<file path="src/rtl/serial_adder.sv">
// Bit-serial WIDTH-bit adder: one full-adder cell plus a carry flop, LSB first.
// Optional signed-overflow output is built only when SERIAL_ADDER_OVF_EN is defined.
module serial_adder #(
  parameter int unsigned WIDTH = 8
) (
  input  logic             clk,
  input  logic             rst,
  input  logic             start,
  input  logic [WIDTH-1:0] a,
  input  logic [WIDTH-1:0] b,
  input  logic             cin,
  output logic             busy,
  output logic             done,
  output logic [WIDTH-1:0] sum,
  output logic             cout
`ifdef SERIAL_ADDER_OVF_EN
  ,
  output logic             ovf
`endif
);

  // state   | meaning
  // S_IDLE  | waiting for start
  // S_SHIFT | resolving one sum bit per edge
  // S_DONE  | result valid, done pulse; start here is accepted back-to-back
  typedef enum logic [1:0] {
    S_IDLE  = 2'd0,
    S_SHIFT = 2'd1,
    S_DONE  = 2'd2
  } state_t;

  localparam int unsigned    CW   = (WIDTH > 1) ? $clog2(WIDTH) : 1;
  localparam logic [CW-1:0]  LAST = CW'(WIDTH - 1);

  state_t           state_q, state_d;
  logic [WIDTH-1:0] a_sh_q, a_sh_d;
  logic [WIDTH-1:0] b_sh_q, b_sh_d;
  logic [WIDTH-1:0] acc_q, acc_d;
  logic [CW-1:0]    cnt_q, cnt_d;
  logic             c_q, c_d;
  logic [WIDTH-1:0] sum_q, sum_d;
  logic             cout_q, cout_d;
`ifdef SERIAL_ADDER_OVF_EN
  logic             ovf_q, ovf_d;
`endif

  logic accept;
  logic last_bit;
  logic bit_s;
  logic bit_c;

  assign accept   = start && ((state_q == S_IDLE) || (state_q == S_DONE));
  assign last_bit = (state_q == S_SHIFT) && (cnt_q == LAST);
  assign bit_s    = a_sh_q[0] ^ b_sh_q[0] ^ c_q;
  assign bit_c    = (a_sh_q[0] & b_sh_q[0]) | (c_q & (a_sh_q[0] ^ b_sh_q[0]));

  // FSM: state register
  always_ff @(posedge clk or posedge rst) begin
    if (rst) begin
      state_q <= S_IDLE;
    end else begin
      state_q <= state_d;
    end
  end

  // FSM: next state
  always_comb begin
    state_d = state_q;
    case (state_q)
      S_IDLE:  if (start) state_d = S_SHIFT;
      S_SHIFT: if (cnt_q == LAST) state_d = S_DONE;
      S_DONE:  state_d = start ? S_SHIFT : S_IDLE;
      default: state_d = S_IDLE;
    endcase
  end

  // FSM: outputs are decoded from the state flops only
  always_comb begin
    busy = 1'b0;
    done = 1'b0;
    case (state_q)
      S_SHIFT: busy = 1'b1;
      S_DONE:  done = 1'b1;
      default: ;
    endcase
  end

  // Datapath
  always_comb begin
    a_sh_d = a_sh_q;
    b_sh_d = b_sh_q;
    acc_d  = acc_q;
    cnt_d  = cnt_q;
    c_d    = c_q;
    sum_d  = sum_q;
    cout_d = cout_q;
`ifdef SERIAL_ADDER_OVF_EN
    ovf_d  = ovf_q;
`endif
    if (accept) begin
      a_sh_d = a;
      b_sh_d = b;
      c_d    = cin;
      cnt_d  = '0;
      acc_d  = '0;
      sum_d  = '0;
      cout_d = 1'b0;
`ifdef SERIAL_ADDER_OVF_EN
      ovf_d  = 1'b0;
`endif
    end else if (state_q == S_SHIFT) begin
      a_sh_d = {1'b0, a_sh_q[WIDTH-1:1]};
      b_sh_d = {1'b0, b_sh_q[WIDTH-1:1]};
      acc_d  = {bit_s, acc_q[WIDTH-1:1]};
      c_d    = bit_c;
      cnt_d  = cnt_q + 1'b1;
      if (last_bit) begin
        sum_d  = {bit_s, acc_q[WIDTH-1:1]};
        cout_d = bit_c;
`ifdef SERIAL_ADDER_OVF_EN
        // c_q is the carry into the MSB while the last bit is processed
        ovf_d  = c_q ^ bit_c;
`endif
      end
    end
  end

  always_ff @(posedge clk or posedge rst) begin
    if (rst) begin
      a_sh_q <= '0;
      b_sh_q <= '0;
      acc_q  <= '0;
      cnt_q  <= '0;
      c_q    <= 1'b0;
      sum_q  <= '0;
      cout_q <= 1'b0;
    end else begin
      a_sh_q <= a_sh_d;
      b_sh_q <= b_sh_d;
      acc_q  <= acc_d;
      cnt_q  <= cnt_d;
      c_q    <= c_d;
      sum_q  <= sum_d;
      cout_q <= cout_d;
    end
  end

`ifdef SERIAL_ADDER_OVF_EN
  always_ff @(posedge clk or posedge rst) begin
    if (rst) begin
      ovf_q <= 1'b0;
    end else begin
      ovf_q <= ovf_d;
    end
  end

  assign ovf = ovf_q;
`endif

  assign sum  = sum_q;
  assign cout = cout_q;

endmodule

</file>
<file path="config.mk">
export PLATFORM = sky130hd
export DESIGN_NAME = serial_adder
export DESIGN_NICKNAME = d
export VERILOG_FILES = /design/src/rtl/serial_adder.sv
export SDC_FILE = /design/constraint.sdc
export NUM_CORES = 1
export LEC_CHECK = 0
export ABC_AREA = 1
export ABC_CLOCK_PERIOD_IN_PS = 1200
export BUFFER_PORTS_ARGS = -buffer_cell sky130_fd_sc_hd__buf_2
export CAP_MARGIN = 10
export CELL_PAD_IN_SITES_DETAIL_PLACEMENT = 0
export CELL_PAD_IN_SITES_GLOBAL_PLACEMENT = 1
export CORE_ASPECT_RATIO = 1.75
export CORE_UTILIZATION = 32
export CTS_CLUSTER_SIZE = 24
export DETAILED_ROUTE_END_ITERATION = 6
export PLACE_DENSITY = 0.76
export SETUP_SLACK_MARGIN = 0.1
export SYNTH_ARGS = -nofsm -noshare
export SYNTH_HDL_FRONTEND = slang
export SYNTH_SLANG_ARGS = --single-unit
</file>
<file path="constraint.sdc">
create_clock -name clk -period 1.2 [get_ports clk]
set_input_delay 0 -clock clk [delete_from_list [all_inputs] [get_ports clk]]
set_output_delay 0 -clock clk [all_outputs]
set_load 0.01 [all_outputs]
</file>
==> impl_metrics.csv, run 1 <==
group,metric,value,unit
layout,drive_gt1_share,45.7,%
floorplanning,die_h,102,microns
sta,period_share,105,%
sta,final-setup-viol-count,5,
yosys,synth.distinct_cells,17,
floorplanning,die_w,59.3,microns
pwr,max-vdd-ir-drop,1.22,mV
layout,area_delta_synth_final,49.9,%
worst_setup_path,start_kind,"flip-flop",
sta,max_freq,796,MHz
yosys,synth_top_family_by_area,"simple AND/OR/NAND/NOR gates",
worst_setup_path,crit_required,1.39,ns
yosys,synthCells,220,
routing,postRouteAntennaNets,0,
yosys,syn_area,1840,sq um
clock_tree,clk_latency,0.29,ns
yosys,seq_area_frac_synth,51.7,%
floorplanning,core,5540,sq um
clock_tree,cts_tree,"done",
run_status,status,"complete, but fails checks",
layout,final_cells,358,
floorplanning,die_area,6070,sq um
global_route,grt_max_degree,39,
yosys,muxShareOfSynthArea,0,%
sta,rsz0062_at_grt,"true",
routing,first_pass_iters,4,
sta,finClkSkew,0.00617,ns
place,placed_area,2150,sq um
clock_tree,cts.sinks,38,
routing,viasPerCell,4.73,
sta,fin_ws,-0.0566,ns
sta,layout_min_cycle_time,1.26,ns
clock_tree,numCtsBuffers,5,
sta,worstMarginPinSlew,0.486,ns
layout,postLayoutCoreUtil,49.8,%
layout,design_area,2760,sq um
job,drv_cap,0,
clock_tree,clockBufferDepth,2,
layout,num_antenna_cells,0,
place,numPortBuffers,30,
yosys,yosys_warnings,0,
layout,final_common_cell,"nand2_1",
yosys,synth-simple-area-share,32.1,%
sta,tns,-0.0824,ns
global_route,grt_overflow,0,
sta,relSlewSlack,67.6,%
layout,fin_nets,305,
worst_setup_path,cp.arrival,1.44,ns
routing,avgRoutedWirePerCell,13.6,microns
floorplanning,rows,36,
yosys,synthAdderAreaFrac,2.45,%
global_route,grt_pass1_vias,1618,
yosys,syn_nets,243,
clock_tree,clk_pin_slew,0.07,ns
place,post-dp-hpwl,2.95,mm
place,dp_slack,-0.0218,ns
yosys,yosys.area_share.xor_xnor,0,%
layout,most-common-layout-cells,"nand2_1 (46), nand3_1 (42), dfrtp_1 (37)",
place,place_inst,328,
routing,drc,0,
sta,slew_viol_final,0,
global_route,grt_pass1_wl,7.65,mm
place,place_congestion,0.732,
global_route,grt_antenna_before_repair,0,
worst_setup_path,worst_setup_path_end_kind,"flip-flop",
worst_hold_path,hold_path_class,"input port to flip-flop",
clock_tree,htreeDepth,2,
floorplanning,ios,31,
sta,hold_viol,0,
pwr,pwr_density_cell,2470,nW/um^2
global_route,grt.total_usage,16.9,%
worst_setup_path,critPathKind,"flip-flop to flip-flop",
yosys,synth_compound_area_share,2.18,%
routing,dr_total_vias,1692,
routing,routed_wl,4.86,mm
clock_tree,clockRootBuffer,"clkbuf_8",
pwr,leakage,0.00143,uW
yosys,syn_area_per_cell,8.37,sq um
run_status,violations,"setup timing",
routing,drtIter0Drc,43,
worst_setup_path,critPathMaxFanout,2,
floorplanning,start_util,33.2,%
yosys,ys_ff_latch,38,
## flip-flops by register name (all words and copies together) (netlist names)
signal	count
cout	1
sum	8
a_sh_q	8
cnt_q	3
state_q	2
b_sh_q	8
acc_q	7
c_q	1
## critical path, stage by stage, from the launching register on
cell and delay, ns:
dfrtp_1 0.39, inv_2 0.05, fa_2 0.59, inv_2 0.03, nand2_1 0.04, nand2_1 0.04
## metal layers
metal	GRT usage, %	vias to the layer above	share of wire [%]
li1	-	827	-
met5	0	-	0
met2	29.6	24	57
met1	19.7	835	39
met4	7.14	0	1.5
met3	3.29	6	2.7
## path summary, 6_finish.rpt
kind	start	end	slack (ns)	cells past startpoint
max	b_sh_q[0]	sum[7]	-0.06	5
min	b[4]	b_sh_q[4]	0.02	5
max reg2reg	b_sh_q[0]	sum[7]	-0.06	5
min reg2reg	acc_q[4]	sum[3]	0.48	2
max in group asynchronous	rst	state_q[0]	0.46	4
min in group asynchronous	rst	b_sh_q[3]	0.37	4
## synthesized netlist by cell type
| cell | number | area [sq um] |
|---|---|---|
| o21ai_0 | 2 | 10.0 |
| dfrtp_1 | 38 | 951 |
| ha_1 | 2 | 25.0 |
| buf_6 | 5 | 56.3 |
| buf_2 | 5 | 25.0 |
| nor2_1 | 2 | 7.51 |
| clkinv_4 | 1 | 8.76 |
| a21oi_1 | 1 | 5.00 |
| o21ai_1 | 5 | 25.0 |
| nand2_4 | 1 | 11.3 |
| inv_2 | 1 | 3.75 |
| nand3_4 | 1 | 17.5 |
| buf_4 | 3 | 22.5 |
| inv_1 | 26 | 97.6 |
| nand3_1 | 65 | 325 |
| fa_1 | 1 | 20.0 |
| nand2_1 | 61 | 229 |
## kinds of logic (layout without fill, tap and decap cells)
| kind of cell | count (synthesis) | after routing |
|---|---|---|
| flip-flops | 38 | 38 |
| adder cells (fa/ha/maj) | 3 | 3 |
| AO/OA/AOI/OAI | 8 | 8 |
| buffers and inverters | 41 | 102 |
| AND/OR/NAND/NOR | 130 | 131 |
## final cells by class
class	count	area, sq um
multi-input cells	142	896
clock buffers	7	76.3
flip-flops and latches	38	952
inverters	28	135
well taps	76	95.1
repair buffers	66	596
fillers	509	2780
repair inverters	1	8.76
## stage by stage
step	hold WS, ns	total power (uW)
final	0.0206	6810
after global routing	0.0377	7330
after detailed placement	0.148	4800
after CTS	0.0169	6070
after global placement	0.138	4750
after floorplan	0.117	3890
## where the power goes
group	internal, uW	switching (uW)	leakage (uW)	total (uW)
logic	1780	1890	0.000909	3670
clock network	400	424	0.0000383	824
registers	1870	448	0.000486	2320
## repair_timing
action / 4_1_cts / 5_1_grt
pin swaps: 16 / 39
gates cloned: 3 / 4
gates resized for setup: 34 / 44
endpoints found under the hold margin: 40 / 0
buffers inserted: 3 / 10
hold buffers: 3 / 0
setup endpoints to repair: 27 / 40
(Power assumes the default switching activity.)
==> run 2: changes to the inputs <==
--- a/config.mk
+++ b/config.mk
@@ -9,13 +9,11 @@
 export ABC_CLOCK_PERIOD_IN_PS = 1200
 export BUFFER_PORTS_ARGS = -buffer_cell sky130_fd_sc_hd__buf_2
 export CAP_MARGIN = 10
-export CELL_PAD_IN_SITES_DETAIL_PLACEMENT = 0
-export CELL_PAD_IN_SITES_GLOBAL_PLACEMENT = 1
 export CORE_ASPECT_RATIO = 1.75
 export CORE_UTILIZATION = 32
 export CTS_CLUSTER_SIZE = 24
 export DETAILED_ROUTE_END_ITERATION = 6
-export PLACE_DENSITY = 0.76
+export PLACE_DENSITY = 0.62
 export SETUP_SLACK_MARGIN = 0.1
 export SYNTH_ARGS = -nofsm -noshare
 export SYNTH_HDL_FRONTEND = slang
==> run 2 against run 1 <==
- the flow still finishes with violations (setup timing)
- cell area is 4.6% higher
- first-iteration DRC count rose by 42%
- sequential share of layout area down 1.5 points
- setup slack gained 0.022 ns
- worst hold slack got worse by 0.0070 ns
- power is 1.9% higher
- flip-flop and latch count unchanged
- final cell count grew 0.28%
- combinational power rose by 2%
- global-route usage fell by 0.81 points
- via count is 0.30% lower
- critical path depth did not move
- critical path type unchanged
- largest power group unchanged
- highest routed layer unchanged
==> impl_metrics.csv, run 2 (synthesized netlist as in run 1, its figures left out) <==
group,metric,value,unit
worst_setup_path,crit_required,1.39,ns
worst_setup_path,cp.arrival,1.43,ns
global_route,grt_max_degree,39,
routing,drc,0,
global_route,grt_pass1_wl,7.36,mm
sta,hold_viol,0,
clock_tree,clk_latency,0.29,ns
worst_setup_path,critPathMaxFanout,2,
place,place_congestion,0.808,
worst_setup_path,reg2reg_depth,5,
layout,final_common_cell,"nand2_1",
layout,num_antenna_cells,0,
floorplanning,die_area,6070,sq um
sta,max_freq,810,MHz
floorplanning,start_util,33.2,%
routing,postRouteAntennaNets,0,
worst_hold_path,hold_path_class,"input port to flip-flop",
floorplanning,die_h,102,microns
run_status,status,"complete, but fails checks",
floorplanning,die_w,59.3,microns
place,place_inst,329,
place,post-dp-hpwl,2.91,mm
clock_tree,cts.sinks,38,
sta,final-setup-viol-count,5,
worst_setup_path,cp_num_buf_inv,2,
sta,fin_ws,-0.0345,ns
clock_tree,clockBufferDepth,2,
sta,layout_min_cycle_time,1.23,ns
sta,slew_viol_final,0,
place,numPortBuffers,30,
run_status,violations,"setup timing",
global_route,grt_pass1_vias,1583,
worst_setup_path,critPathKind,"flip-flop to flip-flop",
pwr,max-vdd-ir-drop,1.03,mV
global_route,grt_antenna_before_repair,0,
floorplanning,core,5540,sq um
worst_setup_path,crit_path_top_delay_cell,"fa_1",
sta,relSlewSlack,67.3,%
worst_setup_path,worst_setup_path_end_kind,"flip-flop",
sta,finClkSkew,0.0102,ns
sta,rsz0062_at_grt,"true",
sta,worstMarginPinSlew,0.490,ns
pwr,leakage,0.00147,uW
routing,drtIter0Drc,61,
layout,area_delta_synth_final,56.8,%
pwr,pwr_density_cell,2400,nW/um^2
clock_tree,clk_pin_slew,0.08,ns
worst_setup_path,cpPeakStageDelay,0.55,ns
worst_setup_path,cp.depth,5,
place,dp_slack,0.0121,ns
sta,period_share,103,%
routing,first_pass_iters,4,
routing,viasPerCell,4.70,
clock_tree,htreeDepth,2,
routing,dr_total_vias,1687,
clock_tree,cts_tree,"done",
global_route,grt.total_usage,16.1,%
layout,most-common-layout-cells,"nand2_1 (52), nand3_2 (45), dfrtp_1 (37)",
routing,routed_wl,4.93,mm
layout,fin_nets,305,
clock_tree,numCtsBuffers,5,
floorplanning,rows,36,
layout,drive_gt1_share,51.9,%
clock_tree,clockRootBuffer,"clkbuf_8",
worst_setup_path,crit_chain,"inv_2, fa_1, inv_1, nand2_1, nand2_1",
floorplanning,ios,31,
worst_hold_path,holdPathStages,5,
global_route,grt_overflow,0,
worst_setup_path,start_kind,"flip-flop",
job,drv_cap,0,
worst_setup_path,crit_family,"adder cells",
routing,avgRoutedWirePerCell,13.7,microns
layout,final_cells,359,
worst_setup_path,cpMostUsedCell,"nand2_1",
-- run 2: power by group --
group	total (uW)	internal, uW	switching, uW	leakage (uW)
Clock	868	410	458	0.0000452
Sequential	2330	1870	465	0.000486
Combinational	3740	1800	1950	0.000939
-- run 2: worst reg2reg max path, stage by stage, from the launching register on --
cell	delay (ns)
dfrtp_1	0.38
inv_2	0.05
fa_1	0.55
inv_1	0.05
nand2_1	0.05
nand2_1	0.05
-- run 2: layer usage --
layer	wire length, microns	global-route usage, %
met1	1850	18.5
met2	2760	28.3
met3	115	2.41
met4	201	7.88
met5	0	0
-- run 2: worst paths after layout --
check / from / endpoint / slack [ns]
worst max-delay path: a_sh_q[0] / sum[7] / -0.03
worst min-delay path: a[2] / a_sh_q[2] / 0.01
worst max register to register: a_sh_q[0] / sum[7] / -0.03
worst min register to register: acc_q[2] / sum[1] / 0.49
max in group asynchronous: rst / state_q[0] / 0.47
min in group asynchronous: rst / sum[6] / 0.35
-- run 2: what timing repair did --
item	in CTS	in global routing
pin swaps	7	31
hold buffers	3	0
resized for setup	15	84
setup endpoints to repair	33	37
hold endpoints to repair	40	0
buffers inserted	1	11
gates cloned	1	6
-- run 2: layout make-up --
class	count	area, sq um
Clock inverter	2	13.8
Sequential cell	38	952
Tap cell	76	95.1
Timing Repair inverter	1	8.76
Timing Repair Buffer	66	619
Clock buffer	6	72.6
Inverter	28	118
Fill cell	516	2650
Multi-Input combinational cell	142	1010
-- run 2: stage by stage --
step                      instance area [sq um]  hold slack, ns  util, %  total power (uW)  TNS [ns]
after global routing                       2890          0.0309     52.1              7480    -0.699
after floorplan                            1860           0.117        -              3890         0
after detailed placement                   2140           0.143     38.7              4630         0
after CTS                                  2320         0.00537     41.9              5650         0
final                                      2890          0.0136     52.1              6940   -0.0619
after global placement                     2140           0.141     38.7              4580         0
==> run 3: changes to the inputs <==
--- a/config.mk
+++ b/config.mk
@@ -13,7 +13,7 @@
 export CORE_UTILIZATION = 32
 export CTS_CLUSTER_SIZE = 24
 export DETAILED_ROUTE_END_ITERATION = 6
-export PLACE_DENSITY = 0.62
+export PLACE_DENSITY_LB_ADDON = 0.12
 export SETUP_SLACK_MARGIN = 0.1
 export SYNTH_ARGS = -nofsm -noshare
 export SYNTH_HDL_FRONTEND = slang
==> run 3 against run 2 <==
- the flow still finishes with violations (setup timing)
- non-clock buffer count shrank 3
- clock-buffer cell count grew 1
- die area is the same
- flip-flop and latch count is the same
- utilization shrank 1.7 points
- largest cell class is now flip-flops and latches
==> impl_metrics.csv, run 3 (synthesized netlist as in run 1, its figures left out) <==
group,metric,value,unit
routing,postRouteAntennaNets,0,
floorplanning,die_area,6070,sq um
job,drv_cap,0,
routing,drc,0,
layout,drive_gt1_share,44.6,%
sta,layout_min_cycle_time,1.26,ns
clock_tree,clockBufferDepth,2,
global_route,grt_pass1_wl,7.72,mm
sta,tns,-0.268,ns
clock_tree,cts_tree,"done",
floorplanning,start_util,33.2,%
global_route,grt.total_usage,17.4,%
worst_setup_path,crit_required,1.38,ns
layout,final_common_cell,"nand2_1",
global_route,grt_max_degree,39,
floorplanning,ios,31,
global_route,grt_antenna_before_repair,0,
pwr,max-vdd-ir-drop,1.04,mV
routing,dr_total_vias,1677,
place,place_congestion,0.736,
sta,period_share,105,%
sta,relSlewSlack,66.8,%
layout,area_delta_synth_final,51.6,%
sta,finClkSkew,0.00432,ns
clock_tree,numCtsBuffers,5,
clock_tree,clockRootBuffer,"clkbuf_8",
clock_tree,clk_pin_slew,0.07,ns
clock_tree,clk_latency,0.29,ns
sta,fin_ws,-0.0620,ns
sta,hold_viol,0,
floorplanning,die_w,59.3,microns
worst_setup_path,critPathKind,"flip-flop to flip-flop",
run_status,violations,"setup timing",
worst_setup_path,start_kind,"flip-flop",
pwr,pwr_density_cell,2510,nW/um^2
clock_tree,htreeDepth,2,
worst_setup_path,cp.arrival,1.44,ns
place,numPortBuffers,30,
routing,avgRoutedWirePerCell,14.5,microns
sta,final-setup-viol-count,10,
layout,fill_cells,561,
floorplanning,die_h,102,microns
floorplanning,core,5540,sq um
routing,drtIter0Drc,42,
global_route,grt_pass1_vias,1664,
worst_setup_path,critPathMaxFanout,2,
global_route,grt_overflow,0,
pwr,leakage,0.00143,uW
clock_tree,cts.sinks,38,
sta,whs,0.0183,ns
sta,worstMarginPinSlew,0.497,ns
layout,most-common-layout-cells,"nand2_1 (52), nand3_1 (39), dfrtp_1 (37)",
run_status,status,"complete, but fails checks",
floorplanning,rows,36,
routing,first_pass_iters,4,
sta,max_freq,792,MHz
sta,slew_viol_final,0,
place,post-dp-hpwl,2.87,mm
routing,routed_wl,5.15,mm
layout,fin_nets,302,
worst_setup_path,worst_setup_path_end_kind,"flip-flop",
worst_hold_path,hold_path_class,"input port to flip-flop",
routing,viasPerCell,4.71,
sta,rsz0062_at_grt,"true",
layout,num_antenna_cells,0,
## run 3: cell types whose count changed in the layout (fill, tap and decap cells not counted), moves of 2 or more
cell	previous run	this run
buf_16	0	2
clkbuf_16	5	3
inv_2	6	4
nand3_1	19	39
nand3_2	45	24
nand3_4	2	4
## run 3: area by class of cell
type                    count  area (sq um)  share of cell area [%]
flip-flops and latches     38           952                    34.1
clock inverters             1          5.00                   0.179
repair buffers             63           586                    21.0
repair inverters            1          8.76                   0.314
well taps                  76          95.1                    3.41
inverters                  28           125                    4.48
multi-input cells         142           932                    33.4
clock buffers               7          86.3                    3.09
## run 3: path summary, 6_finish.rpt
kind / start / end / slack, ns / cells past startpoint
setup / recovery: c_q / sum[7] / -0.06 / 5
hold / removal: b[4] / b_sh_q[4] / 0.02 / 5
setup reg to reg: c_q / sum[7] / -0.06 / 5
hold reg to reg: acc_q[4] / sum[3] / 0.47 / 2
max in group asynchronous: rst / state_q[0] / 0.45 / 4
min in group asynchronous: rst / sum[4] / 0.37 / 4
## run 3: per-layer routing
layer | global-route usage, % | wire length (microns) | vias to the layer above
met4 | 8.97 | 102 | 0
met2 | 31.3 | 2980 | 33
met3 | 3.29 | 128 | 9
met1 | 18.8 | 1940 | 812
li1 | - | - | 823
met5 | 0 | 0 | -
## run 3: power breakdown
group	internal [uW]	switching, uW
registers	1870	432
logic	1820	1990
clock network	464	448
## run 3: repair_timing
item,in CTS,in global routing
setup buffers,5,9
setup endpoints to repair,20,40
hold buffers,3,0
gates resized for setup,20,65
endpoints found under the hold margin,40,0
pin swaps,3,23
cloned,4,3
## run 3: worst max-delay path: stages, from the launching register on
cell     delay [ns]
dfrtp_1        0.38
inv_2          0.05
fa_2           0.58
inv_1          0.05
nand2_1        0.05
nand2_1        0.05
## run 3: per-stage QoR
step | power, uW | utilization, % | cell area, sq um | std cells | setup slack (ns)
2_1_floorplan | 3890 | - | 1860 | 220 | 0.0550
3_3_place_gp | 4650 | 37.9 | 2100 | 325 | -0.0183
3_5_place_dp | 4650 | 37.9 | 2100 | 325 | -0.0339
4_1_cts | 6010 | 43.0 | 2380 | 345 | -0.0318
5_1_grt | 7600 | 50.4 | 2790 | 356 | -0.106
6_report | 7020 | 50.4 | 2790 | 356 | -0.0620
